==> src/rtl/fetch_stage.sv <==
// Instruction fetch stage: owns the PC, issues imem requests and drives IF/ID.
// One-entry side buffer parks an instruction that returns while IF/ID is stalled.
module fetch_stage #(
  parameter logic [31:0] RESET_PC  = 32'h0000_0000,
  parameter logic [31:0] NOP_INSTR = 32'h0000_0013
) (
  input  logic        clock,
  input  logic        reset,
  input  logic        stall_IFID,
  input  logic        flush,
  input  logic [31:0] branch_target,
  output logic        imem_req,
  output logic [31:0] imem_addr,
  input  logic        imem_ready,
  input  logic [31:0] imem_rdata,
  output logic [31:0] instr_IFID,
  output logic [31:0] pc_IFID,
  output logic        valid_IFID
);

  typedef enum logic {S_FETCH, S_DROP} state_t;

  state_t      r_state;
  logic [31:0] r_pc;
  logic [31:0] r_drop_addr;
  logic        r_buf_vld;
  logic [31:0] r_buf_instr;
  logic [31:0] r_buf_pc;
  logic [31:0] r_instr;
  logic [31:0] r_pc_ifid;
  logic        r_valid;

  logic [31:0] w_pc_inc;
  logic [31:0] w_target;

  assign w_pc_inc  = r_pc + 32'd4;
  assign w_target  = branch_target & ~32'h3;
  assign imem_req  = !reset && ((r_state == S_FETCH && !r_buf_vld) || r_state == S_DROP);
  assign imem_addr = (r_state == S_DROP) ? r_drop_addr : r_pc;

  assign instr_IFID = r_instr;
  assign pc_IFID    = r_pc_ifid;
  assign valid_IFID = r_valid;

  always_ff @(posedge clock) begin
    if (reset) begin
      r_state     <= S_FETCH;
      r_pc        <= RESET_PC;
      r_drop_addr <= '0;
      r_buf_vld   <= 1'b0;
      r_buf_instr <= NOP_INSTR;
      r_buf_pc    <= '0;
      r_instr     <= NOP_INSTR;
      r_pc_ifid   <= '0;
      r_valid     <= 1'b0;
    end else if (flush) begin
      r_instr   <= NOP_INSTR;
      r_pc_ifid <= '0;
      r_valid   <= 1'b0;
      r_buf_vld <= 1'b0;
      r_pc      <= w_target;
      // An outstanding request must still complete; remember where it went.
      if (r_state == S_FETCH) begin
        if (imem_req && !imem_ready) begin
          r_drop_addr <= imem_addr;
          r_state     <= S_DROP;
        end
      end
    end else if (r_state == S_DROP) begin
      if (!stall_IFID) begin
        r_instr   <= NOP_INSTR;
        r_pc_ifid <= '0;
        r_valid   <= 1'b0;
      end
      if (imem_ready) begin
        r_state <= S_FETCH;
      end
    end else if (stall_IFID) begin
      if (!r_buf_vld && imem_ready) begin
        r_buf_instr <= imem_rdata;
        r_buf_pc    <= r_pc;
        r_buf_vld   <= 1'b1;
        r_pc        <= w_pc_inc;
      end
    end else if (r_buf_vld) begin
      r_instr   <= r_buf_instr;
      r_pc_ifid <= r_buf_pc;
      r_valid   <= 1'b1;
      r_buf_vld <= 1'b0;
    end else if (imem_ready) begin
      r_instr   <= imem_rdata;
      r_pc_ifid <= r_pc;
      r_valid   <= 1'b1;
      r_pc      <= w_pc_inc;
    end else begin
      r_instr   <= NOP_INSTR;
      r_pc_ifid <= '0;
      r_valid   <= 1'b0;
    end
  end

endmodule

==> config.mk <==
export PLATFORM = sky130hd
export DESIGN_NAME = fetch_stage
export DESIGN_NICKNAME = d
export VERILOG_FILES = /design/src/rtl/fetch_stage.sv
export SDC_FILE = /design/constraint.sdc
export NUM_CORES = 1
export LEC_CHECK = 0
export ABC_AREA = 1
export BUFFER_PORTS_ARGS = -buffer_cell sky130_fd_sc_hd__buf_2
export CAP_MARGIN = 20
export CORE_MARGIN = 3
export CORE_UTILIZATION = 50
export CTS_BUF_LIST = sky130_fd_sc_hd__clkbuf_16
export DETAILED_ROUTE_END_ITERATION = 10
export GPL_ROUTABILITY_DRIVEN = 0
export GPL_TIMING_DRIVEN = 0
export PLACE_DENSITY = 0.81
export SKIP_CTS_REPAIR_TIMING = 1
export SYNTH_ARGS = -nofsm -noshare
export SYNTH_HDL_FRONTEND = slang
export SYNTH_SLANG_ARGS = --single-unit
==> constraint.sdc <==
create_clock -name clock -period 1.5 [get_ports clock]
set_input_delay 0.075 -clock clock [delete_from_list [all_inputs] [get_ports clock]]
set_output_delay 0.075 -clock clock [all_outputs]
set_load 0.01 [all_outputs]
## Yosys cells after proc, flatten, opt, wreduce, memory -nomap -nowiden

Cells that the tools add are included.

| word-level totals | value |
|---|---|
| register bits | 195 |
| bits of input ports | 69 |
| word-level logic and storage cells | 63 |

| operators by class | value |
|---|---|
| $add $sub $neg | 1 |
| eq/ne operators | 5 |
| multiplexer cells | 29 |
| bitwise operators | 2 |
| reductions and logical operators | 16 |

Operators by type and width:

| cell | number |
|---|---|
| two-way mux 32 bit | 17 |
| adder 32 x 3 -> 32 bit (second input constant) | 1 |
| two-way mux 1 bit | 12 |
| AND reduction 4 bit | 3 |
| logical AND 1 bit | 4 |
| != test 2 bit (second input constant) | 2 |
| zero test 1 bit | 3 |
| != test 3 x 1 -> 1 bit (second input constant) | 1 |
| != test 3 bit (second input constant) | 1 |
| AND reduction 3 bit | 1 |
| nonzero test 3 bit | 1 |
| != test 2 x 1 -> 1 bit (second input constant) | 1 |
| inverter 1 bit | 2 |
| AND reduction 2 bit | 1 |
| nonzero test 2 bit | 1 |
| OR reduction 2 bit | 1 |
| logical OR 1 bit | 1 |

## Logic depth before layout (Yosys ltp)

Gate-level depths: netlist of the first run.

| logic depth | value |
|---|---|
| depth in word-level cells | 8 |
| mapped depth | 11 |
| depth with buffers taken out | 10 |

## Worst setup path before layout of the first run

No wires, ideal clock.

| path | value |
|---|---|
| kind | reg2reg |
| start | register r_pc[2] |
| end | register r_pc[26] |
| library setup time | 132 ps |
| arrival | 1284 ps |
| path slack | 84 ps |
| cell stages (with the launch flop) | 11 |
| path buffers | 0 |
| period minus slack after synthesis | 1416 ps |
| cell sequence | dfxtp_1 > ha_1 > nand2_1 > nor2_2 > nand2_2 > nor2_4 > nand2_1 > nand2_1 > nand3_1 > nand2_1 > a21oi_1 |

| on the way | value |
|---|---|
| longest elaborated chain between the ends | 6 |

Ends and longest elaborated chain:

| element | RTL line | RTL |
|---|---|---|
| from (decl) | 24 | `logic [31:0] r_pc;` |
| from (signal assigned) | 61 | `r_pc <= w_target;` |
| from (signal assigned) | 83 | `r_pc <= w_pc_inc;` |
| from (signal assigned) | 94 | `r_pc <= w_pc_inc;` |
| adder 32 x 3 -> 32 bit * | 36 | `assign w_pc_inc = r_pc + 32'd4;` |
| two-way mux 32 bit | 90 | `end else if (imem_ready) begin` |
| two-way mux 32 bit | 85 | `end else if (r_buf_vld) begin` |
| two-way mux 32 bit * | 78 | `end else if (stall_IFID) begin` |
| two-way mux 32 bit * | 69 | `end else if (r_state == S_DROP) begin` |
| two-way mux 32 bit * | 56 | `end else if (flush) begin` |

Every way passes the cells marked *; elsewhere a longest branch is shown, timed or not. The select of a mux whose other input is x is not followed.
A chain may end at the register's enable or synchronous reset.

## Worst setup path after layout of the first run

| path | value |
|---|---|
| start | register r_pc[13] |
| end | register r_pc[16] |

Same word-level chain as after synthesis.

==> impl_metrics.xml, run 1 <==
<?xml version="1.0" encoding="UTF-8"?>
<metrics>
  <group name="power">
    <metric name="worst_case_vdd_ir_drop" unit="mV">0.891</metric>
    <metric name="clockPowerShare" unit="%">39.5</metric>
    <metric name="power-per-cell-area" unit="nW/µm²">1000</metric>
    <metric name="p_seq_share" unit="%">45.4</metric>
    <metric name="leakagePower" unit="nW">4.83</metric>
    <metric name="internal_power" unit="mW">8.70</metric>
    <metric name="total_switching_power" unit="mW">3.24</metric>
    <metric name="sw_frac_of_total" unit="%">27.2</metric>
    <metric name="combinationalPowerShare" unit="%">15.1</metric>
  </group>
  <group name="critical_path">
    <metric name="cp_top_family" unit="">simple AND/OR/NAND/NOR gates</metric>
    <metric name="cp_common_cell" unit="">sky130_fd_sc_hd__nand2_1</metric>
    <metric name="worst-setup-path-type" unit="">reg -&gt; reg</metric>
    <metric name="timing.critical_path.slowest_cell_delay" unit="ns">0.41</metric>
    <metric name="cp_data_arrival_time" unit="ns">1.94</metric>
    <metric name="crit-reg2reg-launch" unit="">r_pc[13]$_SDFFE_PP0P_</metric>
    <metric name="worst_path_fanout_max" unit="">5</metric>
    <metric name="crit_chain" unit="">nand2_2 &gt; nor2_2 &gt; nand2_1 &gt; nor2_4 &gt; nand2_1 &gt; nand3_1 &gt; nand3_1 &gt; nand2_1 &gt; inv_1</metric>
    <metric name="cp-startpoint" unit="">r_pc[13]$_SDFFE_PP0P_</metric>
    <metric name="required_arrival_time_at_the_worst_endpoint" unit="ns">1.83</metric>
    <metric name="crit_path_top_delay_cell" unit="">sky130_fd_sc_hd__dfxtp_2</metric>
    <metric name="end_kind" unit="">register</metric>
    <metric name="critical_path.n_buffers_inverters" unit="">1</metric>
    <metric name="crit_path_start_kind" unit="">register</metric>
  </group>
  <group name="placed_design">
    <metric name="port_buffers" unit="">161</metric>
    <metric name="area_after_dpl" unit="µm²">9690</metric>
    <metric name="hpwl" unit="µm">18800</metric>
    <metric name="dp_cells" unit="">1618</metric>
  </group>
  <group name="layout">
    <metric name="final_cell_area" unit="µm²">11900</metric>
    <metric name="finish.net_count" unit="">1559</metric>
    <metric name="fill_cells" unit="">1217</metric>
    <metric name="num_antenna_cells" unit="">0</metric>
    <metric name="areaGrowthSynthToFinish" unit="%">38.2</metric>
    <metric name="finish.cell_count_without_fillers" unit="">1721</metric>
    <metric name="layout-drive-gt1-share" unit="%">28.0</metric>
  </group>
  <group name="yosys">
    <metric name="post_synth_inst_count" unit="">1236</metric>
    <metric name="post_synthesis_sequential_element_count" unit="">189</metric>
    <metric name="postSynth.topFlopCell" unit="">sky130_fd_sc_hd__dfxtp_1</metric>
    <metric name="yosys.area_share.adder" unit="%">0.145</metric>
    <metric name="synthArstFlopShare" unit="%">0</metric>
    <metric name="yosys.area_share.simple" unit="%">25.0</metric>
    <metric name="dominant_combinational_cell_family_by_area_after_synthesis" unit="">simple AND/OR/NAND/NOR gates</metric>
    <metric name="synth.top_cells.by_area" unit="">sky130_fd_sc_hd__dfxtp_1 44%, sky130_fd_sc_hd__nand2_1 15%, sky130_fd_sc_hd__a21oi_1 7.9%</metric>
    <metric name="synth.largest_area_cell" unit="">sky130_fd_sc_hd__dfxtp_1</metric>
    <metric name="compound_gate_portion_of_the_synthesized_area" unit="%">21.4</metric>
    <metric name="synth.yosys.seq_area_share" unit="%">44.0</metric>
    <metric name="mux_cell_area_share_after_synthesis" unit="%">0</metric>
    <metric name="synthesized_area_fraction_occupied_by_xor_and_xnor_cells" unit="%">0</metric>
    <metric name="synthesis.area" unit="µm²">8600</metric>
    <metric name="post-synth-top-area-fraction" unit="%">44.0</metric>
    <metric name="yosysUniqueCellTypes" unit="">34</metric>
    <metric name="synth-warning-count" unit="">0</metric>
    <metric name="synth-edff-count" unit="">0</metric>
    <metric name="synthesized_area_divided_by_synthesized_cell_count" unit="µm²">6.96</metric>
  </group>
  <group name="floorplan">
    <metric name="io_pins" unit="">167</metric>
    <metric name="initial_core_util" unit="%">51.5</metric>
    <metric name="rows" unit="">47</metric>
    <metric name="die_height" unit="µm">137</metric>
    <metric name="fp.dieArea" unit="µm²">18800</metric>
    <metric name="floorplan.die.width" unit="µm">137</metric>
    <metric name="core-area" unit="µm²">16700</metric>
  </group>
  <group name="timing">
    <metric name="layout_min_cycle_time" unit="ns">1.61</metric>
    <metric name="max_slew.worst_pin.slew" unit="ns">0.825</metric>
    <metric name="rsz0062_at_grt" unit="">true</metric>
    <metric name="totalNegativeSetupSlack" unit="ns">-2.60</metric>
    <metric name="report.final.hold_viol_count" unit="">1</metric>
    <metric name="fin_hold_ws" unit="ns">-0.0126</metric>
    <metric name="final.setup_skew" unit="ns">0.00962</metric>
    <metric name="setup_viol" unit="">61</metric>
    <metric name="setup_ws" unit="ns">-0.114</metric>
    <metric name="max_slew_margin" unit="%">45.0</metric>
    <metric name="fmax" unit="MHz">620</metric>
    <metric name="finalMaxSlewViolations" unit="">0</metric>
    <metric name="finalCritPeriodShare" unit="%">108</metric>
  </group>
  <group name="detailed_routing">
    <metric name="detailedRoute.firstPassIterationCount" unit="">6</metric>
    <metric name="wl_per_cell" unit="µm">17.6</metric>
    <metric name="drc_errors" unit="">0</metric>
    <metric name="num_vias" unit="">10020</metric>
    <metric name="met2WireLength" unit="µm">13700</metric>
    <metric name="route.detailed.vias_per_inst" unit="">5.82</metric>
    <metric name="wirelength" unit="µm">30200</metric>
    <metric name="wl_met1" unit="µm">11800</metric>
    <metric name="drt_iter0_markers" unit="">1181</metric>
    <metric name="antenna_left" unit="">0</metric>
    <metric name="highest-signal-layer" unit="">met4</metric>
    <metric name="amount_of_wire_on_met3_after_detailed_routing" unit="µm">3040</metric>
  </group>
  <group name="grt">
    <metric name="grt-ovfl-total" unit="">0</metric>
    <metric name="first_pass_grt_wire_length" unit="µm">40000</metric>
    <metric name="grt_pass1_vias" unit="">8092</metric>
    <metric name="grtUsageTotal" unit="%">26.8</metric>
    <metric name="grt_start_max_net_pins" unit="">17</metric>
    <metric name="antenna_found_initial" unit="">0</metric>
  </group>
  <group name="cts">
    <metric name="cts_made_buffers" unit="">17</metric>
    <metric name="cts_tree" unit="">yes</metric>
    <metric name="clk_pin_slew_worst_paths" unit="ns">0.06</metric>
    <metric name="clockRootBuffer" unit="">sky130_fd_sc_hd__clkbuf_16</metric>
    <metric name="clock_latency_at_the_later_pin_of_the_worst_skew_pair" unit="ns">0.44</metric>
    <metric name="clk_path_buf_depth" unit="">2</metric>
    <metric name="cts_num_sinks" unit="">189</metric>
    <metric name="h_tree_depth" unit="">4</metric>
  </group>
  <group name="status">
    <metric name="failing_checks" unit="">negative hold slack, negative setup slack</metric>
    <metric name="status" unit="">complete, but fails checks</metric>
  </group>
  <group name="min_path">
    <metric name="min-delay-start" unit="">branch_target[10]</metric>
    <metric name="hp-class" unit="">in -&gt; reg</metric>
  </group>
  <group name="run">
    <metric name="cap_violations" unit="">0</metric>
  </group>
</metrics>
==> cells in the mapped netlist, types with 4 or more instances <==
| cell | count |
|---|---|
| sky130_fd_sc_hd__a211oi_1 | 35 |
| sky130_fd_sc_hd__a21oi_1 | 136 |
| sky130_fd_sc_hd__a31oi_1 | 7 |
| sky130_fd_sc_hd__buf_2 | 25 |
| sky130_fd_sc_hd__buf_4 | 5 |
| sky130_fd_sc_hd__buf_6 | 10 |
| sky130_fd_sc_hd__clkbuf_1 | 43 |
| sky130_fd_sc_hd__dfxtp_1 | 189 |
| sky130_fd_sc_hd__inv_1 | 87 |
| sky130_fd_sc_hd__inv_2 | 6 |
| sky130_fd_sc_hd__nand2_1 | 339 |
| sky130_fd_sc_hd__nand2_2 | 5 |
| sky130_fd_sc_hd__nand3_1 | 53 |
| sky130_fd_sc_hd__nand4_1 | 7 |
| sky130_fd_sc_hd__nor2_1 | 97 |
| sky130_fd_sc_hd__nor2_2 | 9 |
| sky130_fd_sc_hd__nor2_4 | 4 |
| sky130_fd_sc_hd__o211ai_1 | 6 |
| sky130_fd_sc_hd__o21ai_0 | 104 |
| sky130_fd_sc_hd__o21ai_1 | 37 |
| sky130_fd_sc_hd__o22ai_1 | 10 |
==> through the flow <==
stage | power, mW | hold WS, ns | setup WS, ns | utilization (%)
after global placement | 6.79 | 0.312 | -0.152 | 58.0
after CTS | 11.4 | -0.133 | -0.507 | 61.6
final | 11.9 | -0.0126 | -0.114 | 71.2
after global routing | 12.3 | 0.0125 | -0.168 | 71.2
after detailed placement | 6.82 | 0.324 | -0.173 | 58.0
after floorplan | 6.31 | 0.183 | 0.0840 | -
==> layout make-up <==
cell class	count	area [µm²]	share of cell area, %
multi-input combinational	866	4570	38.4
inverter	96	384	3.23
tap	220	275	2.31
buffer	85	609	5.12
timing repair buffer	234	1620	13.6
clock buffer	17	425	3.58
clock inverter	14	178	1.49
sequential	189	3830	32.2
==> final timing paths <==
path | cells after the start | endpoint | slack [ns]
worst min register to register | 2 | r_drop_addr[0]$_SDFFE_PP0P_ | 0.45
worst min-delay path | 5 | r_pc[10]$_SDFFE_PP0P_ | -0.01
worst max register to register | 9 | r_pc[16]$_SDFFE_PP0P_ | -0.11
worst max-delay path | 9 | r_pc[16]$_SDFFE_PP0P_ | -0.11
==> power by group through the flow <==
| stage | Clock (mW) | Combinational (mW) | Sequential, mW |
|---|---|---|---|
| 6_report | 4.71 | 1.81 | 5.42 |
| 5_1_grt | 4.92 | 1.94 | 5.43 |
| 4_1_cts | 4.70 | 1.34 | 5.38 |
| 3_5_place_dp | 0 | 1.33 | 5.49 |
| 3_3_place_gp | 0 | 1.31 | 5.48 |
| 2_1_floorplan | 0 | 0.842 | 5.46 |
==> sequential cells by signal, indices dropped and copies added (netlist names) <==
name / flops
r_buf_vld: 1
pc_IFID: 30
valid_IFID: 1
r_buf_instr: 32
r_pc: 30
r_drop_addr: 32
r_buf_pc: 30
r_state: 1
instr_IFID: 32
==> worst reg2reg max path: cells and delay by family, from the launching register on <==
kind | cells | cell delay [ns]
buffers and inverters | 1 | 0.05
flip-flops | 1 | 0.41
AND/OR/NAND/NOR | 8 | 1.05
==> cell families (layout without fill, tap and decap cells) <==
logic type | after synthesis | count (layout)
compound gates | 340 | 340
buf+inv | 182 | 446
flops | 189 | 189
other cells | 1 | 2
fa+ha+maj | 1 | 1
simple gates | 523 | 523
==> layout by cell type, fill, tap and decap left out, types with 45 or more instances in the layout <==
cell / n
sky130_fd_sc_hd__nand2_1: 319
sky130_fd_sc_hd__dfxtp_1: 171
sky130_fd_sc_hd__buf_2: 169
sky130_fd_sc_hd__a21oi_1: 128
sky130_fd_sc_hd__inv_1: 88
sky130_fd_sc_hd__nor2_1: 80
sky130_fd_sc_hd__o21ai_0: 64
sky130_fd_sc_hd__nand3_1: 47
sky130_fd_sc_hd__o21ai_2: 45
sky130_fd_sc_hd__dlygate4sd3_1: 45
==> layer usage <==
layer,vias up,global-route usage [%]
met4,0,11.5
met5,-,0
met1,4596,36.3
met3,172,5.22
li1,4586,-
met2,666,41.6
No activity file was read; power rests on OpenSTA's default activity.
==> inputs of run 2 (changes only) <==
--- a/config.mk
+++ b/config.mk
@@ -9,12 +9,13 @@
 export BUFFER_PORTS_ARGS = -buffer_cell sky130_fd_sc_hd__buf_2
 export CAP_MARGIN = 20
 export CORE_MARGIN = 3
-export CORE_UTILIZATION = 50
+export CORE_UTILIZATION = 40
 export CTS_BUF_LIST = sky130_fd_sc_hd__clkbuf_16
+export CTS_CLUSTER_SIZE = 24
 export DETAILED_ROUTE_END_ITERATION = 10
 export GPL_ROUTABILITY_DRIVEN = 0
 export GPL_TIMING_DRIVEN = 0
-export PLACE_DENSITY = 0.81
+export PLACE_DENSITY = 0.66
 export SKIP_CTS_REPAIR_TIMING = 1
 export SYNTH_ARGS = -nofsm -noshare
 export SYNTH_HDL_FRONTEND = slang
==> constraint.sdc (replaced) <==
create_clock -name clock -period 2.04 [get_ports clock]
set_input_delay 0.102 -clock clock [delete_from_list [all_inputs] [get_ports clock]]
set_output_delay 0.102 -clock clock [all_outputs]
set_load 0.01 [all_outputs]
==> run 2 against run 1 <==
  * The run ends with negative hold slack left
  * Critical path depth decreased by 5
  * Sequential power is 27% lower
  * Global-route usage down 4.5 points
  * Combinational power down 41%
  * Critical endpoint is now imem_addr[21]
  * Largest cell class unchanged
==> impl_metrics.xml, run 2 (synthesis gave the netlist of run 1 again) <==
<?xml version="1.0" encoding="UTF-8"?>
<metrics>
  <group name="grt">
    <metric name="grt-ovfl-total" unit="">0</metric>
    <metric name="antenna_found_initial" unit="">1</metric>
    <metric name="first_pass_grt_wire_length" unit="µm">42500</metric>
    <metric name="grtUsageTotal" unit="%">22.3</metric>
    <metric name="grt_pass1_vias" unit="">8204</metric>
    <metric name="grt_start_max_net_pins" unit="">17</metric>
  </group>
  <group name="critical_path">
    <metric name="cp_data_arrival_time" unit="ns">1.88</metric>
    <metric name="worst_path_fanout_max" unit="">10</metric>
    <metric name="required_arrival_time_at_the_worst_endpoint" unit="ns">1.94</metric>
    <metric name="end_kind" unit="">output port</metric>
    <metric name="crit_path_start_kind" unit="">register</metric>
    <metric name="timing.critical_path.slowest_cell_delay" unit="ns">0.41</metric>
    <metric name="worst-setup-path-type" unit="">reg -&gt; out</metric>
    <metric name="cp_common_cell" unit="">sky130_fd_sc_hd__buf_2</metric>
    <metric name="crit_chain" unit="">buf_2 &gt; buf_1 &gt; o21ai_0 &gt; buf_2</metric>
    <metric name="crit_path_top_delay_cell" unit="">sky130_fd_sc_hd__buf_1</metric>
  </group>
  <group name="power">
    <metric name="p_total" unit="mW">8.48</metric>
    <metric name="power-per-cell-area" unit="nW/µm²">789</metric>
    <metric name="total_switching_power" unit="mW">2.23</metric>
    <metric name="worst_case_vdd_ir_drop" unit="mV">0.623</metric>
    <metric name="internal_power" unit="mW">6.25</metric>
    <metric name="leakagePower" unit="nW">4.36</metric>
    <metric name="p_seq_share" unit="%">46.7</metric>
    <metric name="clockPowerShare" unit="%">40.7</metric>
    <metric name="combinationalPowerShare" unit="%">12.5</metric>
    <metric name="sw_frac_of_total" unit="%">26.3</metric>
  </group>
  <group name="timing">
    <metric name="max_slew_margin" unit="%">56.7</metric>
    <metric name="finalCritPeriodShare" unit="%">97.2</metric>
    <metric name="setup_viol" unit="">0</metric>
    <metric name="report.final.hold_viol_count" unit="">8</metric>
    <metric name="finalMaxSlewViolations" unit="">0</metric>
    <metric name="fin_hold_ws" unit="ns">-0.0321</metric>
    <metric name="rsz0062_at_grt" unit="">true</metric>
    <metric name="fmax" unit="MHz">504</metric>
    <metric name="final.setup_skew" unit="ns">0.00648</metric>
    <metric name="layout_min_cycle_time" unit="ns">1.98</metric>
    <metric name="max_slew.worst_pin.slew" unit="ns">0.650</metric>
  </group>
  <group name="layout">
    <metric name="finish.net_count" unit="">1525</metric>
    <metric name="areaGrowthSynthToFinish" unit="%">24.9</metric>
    <metric name="layout.cells.most_common_list" unit="">339 x sky130_fd_sc_hd__nand2_1, 189 x sky130_fd_sc_hd__dfxtp_1, 186 x sky130_fd_sc_hd__buf_2, 136 x sky130_fd_sc_hd__a21oi_1, 104 x sky130_fd_sc_hd__o21ai_0</metric>
    <metric name="num_antenna_cells" unit="">0</metric>
    <metric name="postLayoutCoreUtil" unit="%">51.0</metric>
    <metric name="layout-drive-gt1-share" unit="%">17.7</metric>
    <metric name="most_common_library_cell_in_the_layout_ignoring_fill_and_taps" unit="">sky130_fd_sc_hd__nand2_1</metric>
  </group>
  <group name="detailed_routing">
    <metric name="drc_errors" unit="">0</metric>
    <metric name="met2WireLength" unit="µm">12100</metric>
    <metric name="wl_met1" unit="µm">12700</metric>
    <metric name="antenna_left" unit="">0</metric>
    <metric name="wirelength" unit="µm">27200</metric>
    <metric name="route.detailed.vias_per_inst" unit="">5.17</metric>
    <metric name="highest-signal-layer" unit="">met5</metric>
    <metric name="num_vias" unit="">9019</metric>
    <metric name="amount_of_wire_on_met3_after_detailed_routing" unit="µm">1590</metric>
    <metric name="detailedRoute.firstPassIterationCount" unit="">7</metric>
    <metric name="wl_per_cell" unit="µm">15.6</metric>
    <metric name="drt_iter0_markers" unit="">667</metric>
  </group>
  <group name="cts">
    <metric name="cts_tree" unit="">yes</metric>
    <metric name="clockRootBuffer" unit="">sky130_fd_sc_hd__clkbuf_16</metric>
    <metric name="cts_made_buffers" unit="">17</metric>
    <metric name="cts_num_sinks" unit="">189</metric>
    <metric name="clk_path_buf_depth" unit="">2</metric>
    <metric name="h_tree_depth" unit="">4</metric>
    <metric name="clk_pin_slew_worst_paths" unit="ns">0.07</metric>
    <metric name="clock_latency_at_the_later_pin_of_the_worst_skew_pair" unit="ns">0.43</metric>
  </group>
  <group name="status">
    <metric name="failing_checks" unit="">negative hold slack</metric>
    <metric name="status" unit="">complete, but fails checks</metric>
  </group>
  <group name="floorplan">
    <metric name="die_height" unit="µm">153</metric>
    <metric name="fp.dieArea" unit="µm²">23300</metric>
    <metric name="floorplan.die.width" unit="µm">153</metric>
    <metric name="initial_core_util" unit="%">40.8</metric>
    <metric name="rows" unit="">53</metric>
    <metric name="io_pins" unit="">167</metric>
    <metric name="core-area" unit="µm²">21100</metric>
  </group>
  <group name="min_path">
    <metric name="hp-class" unit="">in -&gt; reg</metric>
  </group>
  <group name="placed_design">
    <metric name="hpwl" unit="µm">20000</metric>
    <metric name="port_buffers" unit="">161</metric>
  </group>
  <group name="run">
    <metric name="cap_violations" unit="">0</metric>
  </group>
</metrics>
## run 2: changes by cell type in the layout (fill, tap and decap cells not counted), moves of 10 or more
| cell | previous run | this run |
|---|---|---|
| sky130_fd_sc_hd__buf_4 | 21 | 5 |
| sky130_fd_sc_hd__nand2_1 | 319 | 339 |
| sky130_fd_sc_hd__dfxtp_1 | 171 | 189 |
| sky130_fd_sc_hd__dfxtp_4 | 10 | 0 |
| sky130_fd_sc_hd__buf_8 | 14 | 0 |
| sky130_fd_sc_hd__nor2_4 | 18 | 4 |
| sky130_fd_sc_hd__o21ai_2 | 45 | 0 |
| sky130_fd_sc_hd__nand2_2 | 15 | 5 |
| sky130_fd_sc_hd__nor2_1 | 80 | 97 |
| sky130_fd_sc_hd__o21ai_0 | 64 | 104 |
| sky130_fd_sc_hd__buf_2 | 169 | 186 |
## run 2: power groups by stage
stage	clock network [mW]	logic (mW)	registers [mW]
after floorplan	0	0.619	4.02
after global placement	0	0.987	4.03
after detailed placement	0	0.998	4.04
after CTS	3.50	1.00	3.95
after global routing	3.64	1.18	3.97
final	3.45	1.06	3.96
## run 2: layout make-up
| type | instances | area (µm²) |
|---|---|---|
| Clock inverter | 15 | 180 |
| Clock buffer | 17 | 425 |
| Buffer | 86 | 453 |
| Multi-Input combinational cell | 866 | 4010 |
| Inverter | 96 | 363 |
| Fill cell | 2198 | 10300 |
| Timing Repair Buffer | 199 | 1190 |
| Tap cell | 275 | 344 |
| Sequential cell | 189 | 3780 |
## run 2: metal layers
metal	global-route usage (%)	vias up
met3	3.55	48
met4	8.36	2
met1	31.8	4177
li1	-	4491
met2	34.0	301
met5	0	-
## run 2: through the flow
stage / area, µm² / worst slack, ns / hold slack, ns / std cells / setup TNS [ns]
4_1_cts: 10400 / 0.0129 / -0.100 / 1705 / 0
2_1_floorplan: 8610 / 0.624 / 0.228 / 1237 / 0
3_5_place_dp: 9760 / 0.301 / 0.350 / 1673 / 0
3_3_place_gp: 9760 / 0.315 / 0.342 / 1673 / 0
5_1_grt: 10700 / -0.0115 / 0.00313 / 1743 / -0.0327
6_report: 10700 / 0.0565 / -0.0321 / 1743 / 0
## run 2: worst paths after layout
kind	from	to	slack [ns]	cells after the start
worst max-delay path	r_state$_SDFF_PP0_	imem_addr[21]	0.06	4
worst max register to register	r_state$_SDFF_PP0_	instr_IFID[22]$_SDFFE_PP0N_	0.28	5
worst min-delay path	branch_target[9]	r_pc[9]$_SDFFE_PP0P_	-0.03	5
worst min register to register	r_drop_addr[1]$_SDFFE_PP0P_	r_drop_addr[1]$_SDFFE_PP0P_	0.45	2
## run 2: worst max-delay path: cells and delay by family, from the launching register on
family / cells / cell delay (ns)
AO/OA/AOI/OAI: 1 / 0.26
buffers and inverters: 3 / 0.85
flip-flops: 1 / 0.34
==> inputs of run 3 (changes only) <==
--- a/config.mk
+++ b/config.mk
@@ -8,6 +8,7 @@
 export ABC_AREA = 1
 export BUFFER_PORTS_ARGS = -buffer_cell sky130_fd_sc_hd__buf_2
 export CAP_MARGIN = 20
+export CORE_ASPECT_RATIO = 0.75
 export CORE_MARGIN = 3
 export CORE_UTILIZATION = 40
 export CTS_BUF_LIST = sky130_fd_sc_hd__clkbuf_16
==> run 3 against run 2 <==
  * The run still ends with negative hold slack left
  * Critical endpoint is now imem_addr[20]
  * Count of clock-buffer cells in the layout is the same
  * First-iteration DRC count grew 31%
  * Global-route usage rose by 0.98 points
  * Clock skew is 0.0017 ns higher
  * Die area is essentially flat
  * Core utilization rose by 1.1 points
  * Fmax increased by 4.1%
  * Non-clock buffer count up 6
  * Cell area increased by 0.19%
  * Via count is 1.3% higher
  * Register-to-register slack lost 0.10 ns
==> impl_metrics.xml, run 3 (synthesis gave the netlist of run 1 again) <==
<?xml version="1.0" encoding="UTF-8"?>
<metrics>
  <group name="placed_design">
    <metric name="detailedPlace.worstSlack" unit="ns">0.324</metric>
    <metric name="hpwl" unit="µm">20700</metric>
    <metric name="port_buffers" unit="">161</metric>
    <metric name="dp_cells" unit="">1680</metric>
  </group>
  <group name="cts">
    <metric name="clock_latency_at_the_later_pin_of_the_worst_skew_pair" unit="ns">0.44</metric>
    <metric name="cts_tree" unit="">yes</metric>
    <metric name="clk_pin_slew_worst_paths" unit="ns">0.06</metric>
    <metric name="cts_made_buffers" unit="">17</metric>
    <metric name="cts_num_sinks" unit="">189</metric>
    <metric name="clk_path_buf_depth" unit="">2</metric>
    <metric name="h_tree_depth" unit="">4</metric>
    <metric name="clockRootBuffer" unit="">sky130_fd_sc_hd__clkbuf_16</metric>
  </group>
  <group name="timing">
    <metric name="final.setup_skew" unit="ns">0.00821</metric>
    <metric name="setup_viol" unit="">0</metric>
    <metric name="setup_ws" unit="ns">0.135</metric>
    <metric name="fin_hold_ws" unit="ns">-0.000109</metric>
    <metric name="rsz0062_at_grt" unit="">false</metric>
    <metric name="max_slew.worst_pin.slew" unit="ns">0.658</metric>
    <metric name="max_slew_margin" unit="%">56.2</metric>
    <metric name="report.final.hold_viol_count" unit="">1</metric>
    <metric name="layout_min_cycle_time" unit="ns">1.91</metric>
    <metric name="finalCritPeriodShare" unit="%">93.4</metric>
    <metric name="fmax" unit="MHz">525</metric>
    <metric name="finalMaxSlewViolations" unit="">0</metric>
  </group>
  <group name="run">
    <metric name="cap_violations" unit="">0</metric>
  </group>
  <group name="grt">
    <metric name="grt-ovfl-total" unit="">0</metric>
    <metric name="grt_start_max_net_pins" unit="">17</metric>
    <metric name="first_pass_grt_wire_length" unit="µm">43400</metric>
    <metric name="grt_pass1_vias" unit="">8136</metric>
    <metric name="grtUsageTotal" unit="%">23.2</metric>
    <metric name="antenna_found_initial" unit="">0</metric>
  </group>
  <group name="critical_path">
    <metric name="worst-setup-path-type" unit="">reg -&gt; out</metric>
    <metric name="crit_path_start_kind" unit="">register</metric>
    <metric name="required_arrival_time_at_the_worst_endpoint" unit="ns">1.94</metric>
    <metric name="cp_data_arrival_time" unit="ns">1.80</metric>
    <metric name="worst_path_fanout_max" unit="">10</metric>
    <metric name="end_kind" unit="">output port</metric>
  </group>
  <group name="layout">
    <metric name="fill_cells" unit="">2124</metric>
    <metric name="finish.net_count" unit="">1531</metric>
    <metric name="num_antenna_cells" unit="">0</metric>
    <metric name="postLayoutCoreUtil" unit="%">52.1</metric>
    <metric name="finish.cell_count_without_fillers" unit="">1755</metric>
    <metric name="layout-drive-gt1-share" unit="%">17.8</metric>
    <metric name="most_common_library_cell_in_the_layout_ignoring_fill_and_taps" unit="">sky130_fd_sc_hd__nand2_1</metric>
    <metric name="final-seq-area" unit="µm²">3780</metric>
    <metric name="multi_input_area" unit="µm²">4010</metric>
    <metric name="layout.cells.most_common_list" unit="">339 x sky130_fd_sc_hd__nand2_1, 189 x sky130_fd_sc_hd__dfxtp_1, 186 x sky130_fd_sc_hd__buf_2, 136 x sky130_fd_sc_hd__a21oi_1, 104 x sky130_fd_sc_hd__o21ai_0</metric>
    <metric name="areaGrowthSynthToFinish" unit="%">25.2</metric>
  </group>
  <group name="detailed_routing">
    <metric name="detailedRoute.firstPassIterationCount" unit="">6</metric>
    <metric name="drc_errors" unit="">0</metric>
    <metric name="wl_per_cell" unit="µm">16.0</metric>
    <metric name="route.detailed.vias_per_inst" unit="">5.21</metric>
    <metric name="wirelength" unit="µm">28200</metric>
    <metric name="antenna_left" unit="">0</metric>
    <metric name="drt_iter0_markers" unit="">876</metric>
    <metric name="num_vias" unit="">9140</metric>
  </group>
  <group name="floorplan">
    <metric name="rows" unit="">45</metric>
    <metric name="core-area" unit="µm²">20700</metric>
    <metric name="floorplan.die.width" unit="µm">175</metric>
    <metric name="die_height" unit="µm">133</metric>
    <metric name="fp.dieArea" unit="µm²">23300</metric>
    <metric name="initial_core_util" unit="%">41.6</metric>
    <metric name="io_pins" unit="">167</metric>
  </group>
  <group name="power">
    <metric name="worst_case_vdd_ir_drop" unit="mV">0.610</metric>
    <metric name="leakagePower" unit="nW">4.38</metric>
    <metric name="power-per-cell-area" unit="nW/µm²">769</metric>
  </group>
  <group name="status">
    <metric name="status" unit="">complete, but fails checks</metric>
    <metric name="failing_checks" unit="">negative hold slack</metric>
  </group>
  <group name="min_path">
    <metric name="hp-class" unit="">in -&gt; reg</metric>
  </group>
</metrics>
[run 3: cell types whose count changed in the layout (fill, tap and decap cells not counted), sizes merged]
cell         change
clkinvlp         -2
dlygate4sd3      +6
bufinv           -2
clkbuf           +1
buf              -1
clkinv           +3
[run 3: per-stage QoR]
step                      instance area, µm²  total power, mW  setup TNS, ns
after CTS                              10300             8.23         -0.299
after detailed placement                9760             5.04              0
after floorplan                         8610             4.64              0
after global routing                   10800             8.60              0
after global placement                  9760             5.02              0
final                                  10800             8.28              0
[run 3: power by group]
part	leakage, nW	internal, mW	total (mW)	switching [mW]
logic	2.56	0.384	1.08	0.693
registers	1.54	3.85	3.96	0.113
clock network	0.276	1.78	3.24	1.46
[run 3: layout make-up]
type / count / area share, %
clock buffer: 17 / 3.95
clock inverter: 14 / 1.20
multi-input combinational: 866 / 37.3
inverter: 96 / 3.37
sequential: 189 / 35.1
timing repair buffer: 205 / 11.6
tap: 282 / 3.28
buffer: 86 / 4.23
[run 3: final timing paths]
| kind | start | to | slack, ns | cells after the start |
|---|---|---|---|---|
| max | r_state$_SDFF_PP0_ | imem_addr[20] | 0.13 | 5 |
| min | reset | r_state$_SDFF_PP0_ | -0.0001 | 4 |
| max reg2reg | r_pc[16]$_SDFFE_PP0P_ | r_pc[25]$_SDFFE_PP0P_ | 0.18 | 9 |
| min reg2reg | r_drop_addr[1]$_SDFFE_PP0P_ | r_drop_addr[1]$_SDFFE_PP0P_ | 0.45 | 2 |
[run 3: worst max-delay path: stages, from the launching register on]
cell,delay (ns)
sky130_fd_sc_hd__dfxtp_1,0.34
sky130_fd_sc_hd__buf_2,0.25
sky130_fd_sc_hd__clkbuf_2,0.34
sky130_fd_sc_hd__nand2_1,0.08
sky130_fd_sc_hd__o21ai_0,0.14
sky130_fd_sc_hd__buf_2,0.21
[run 3: layer usage]
layer  vias to the layer above  GRT usage [%]  wire length [µm]
met4                         0           5.54               356
li1                       4504              -                 -
met1                      4241           35.1             13500
met3                        26           5.77              2580
met5                         -              0                 0
met2                       369           32.9             11700
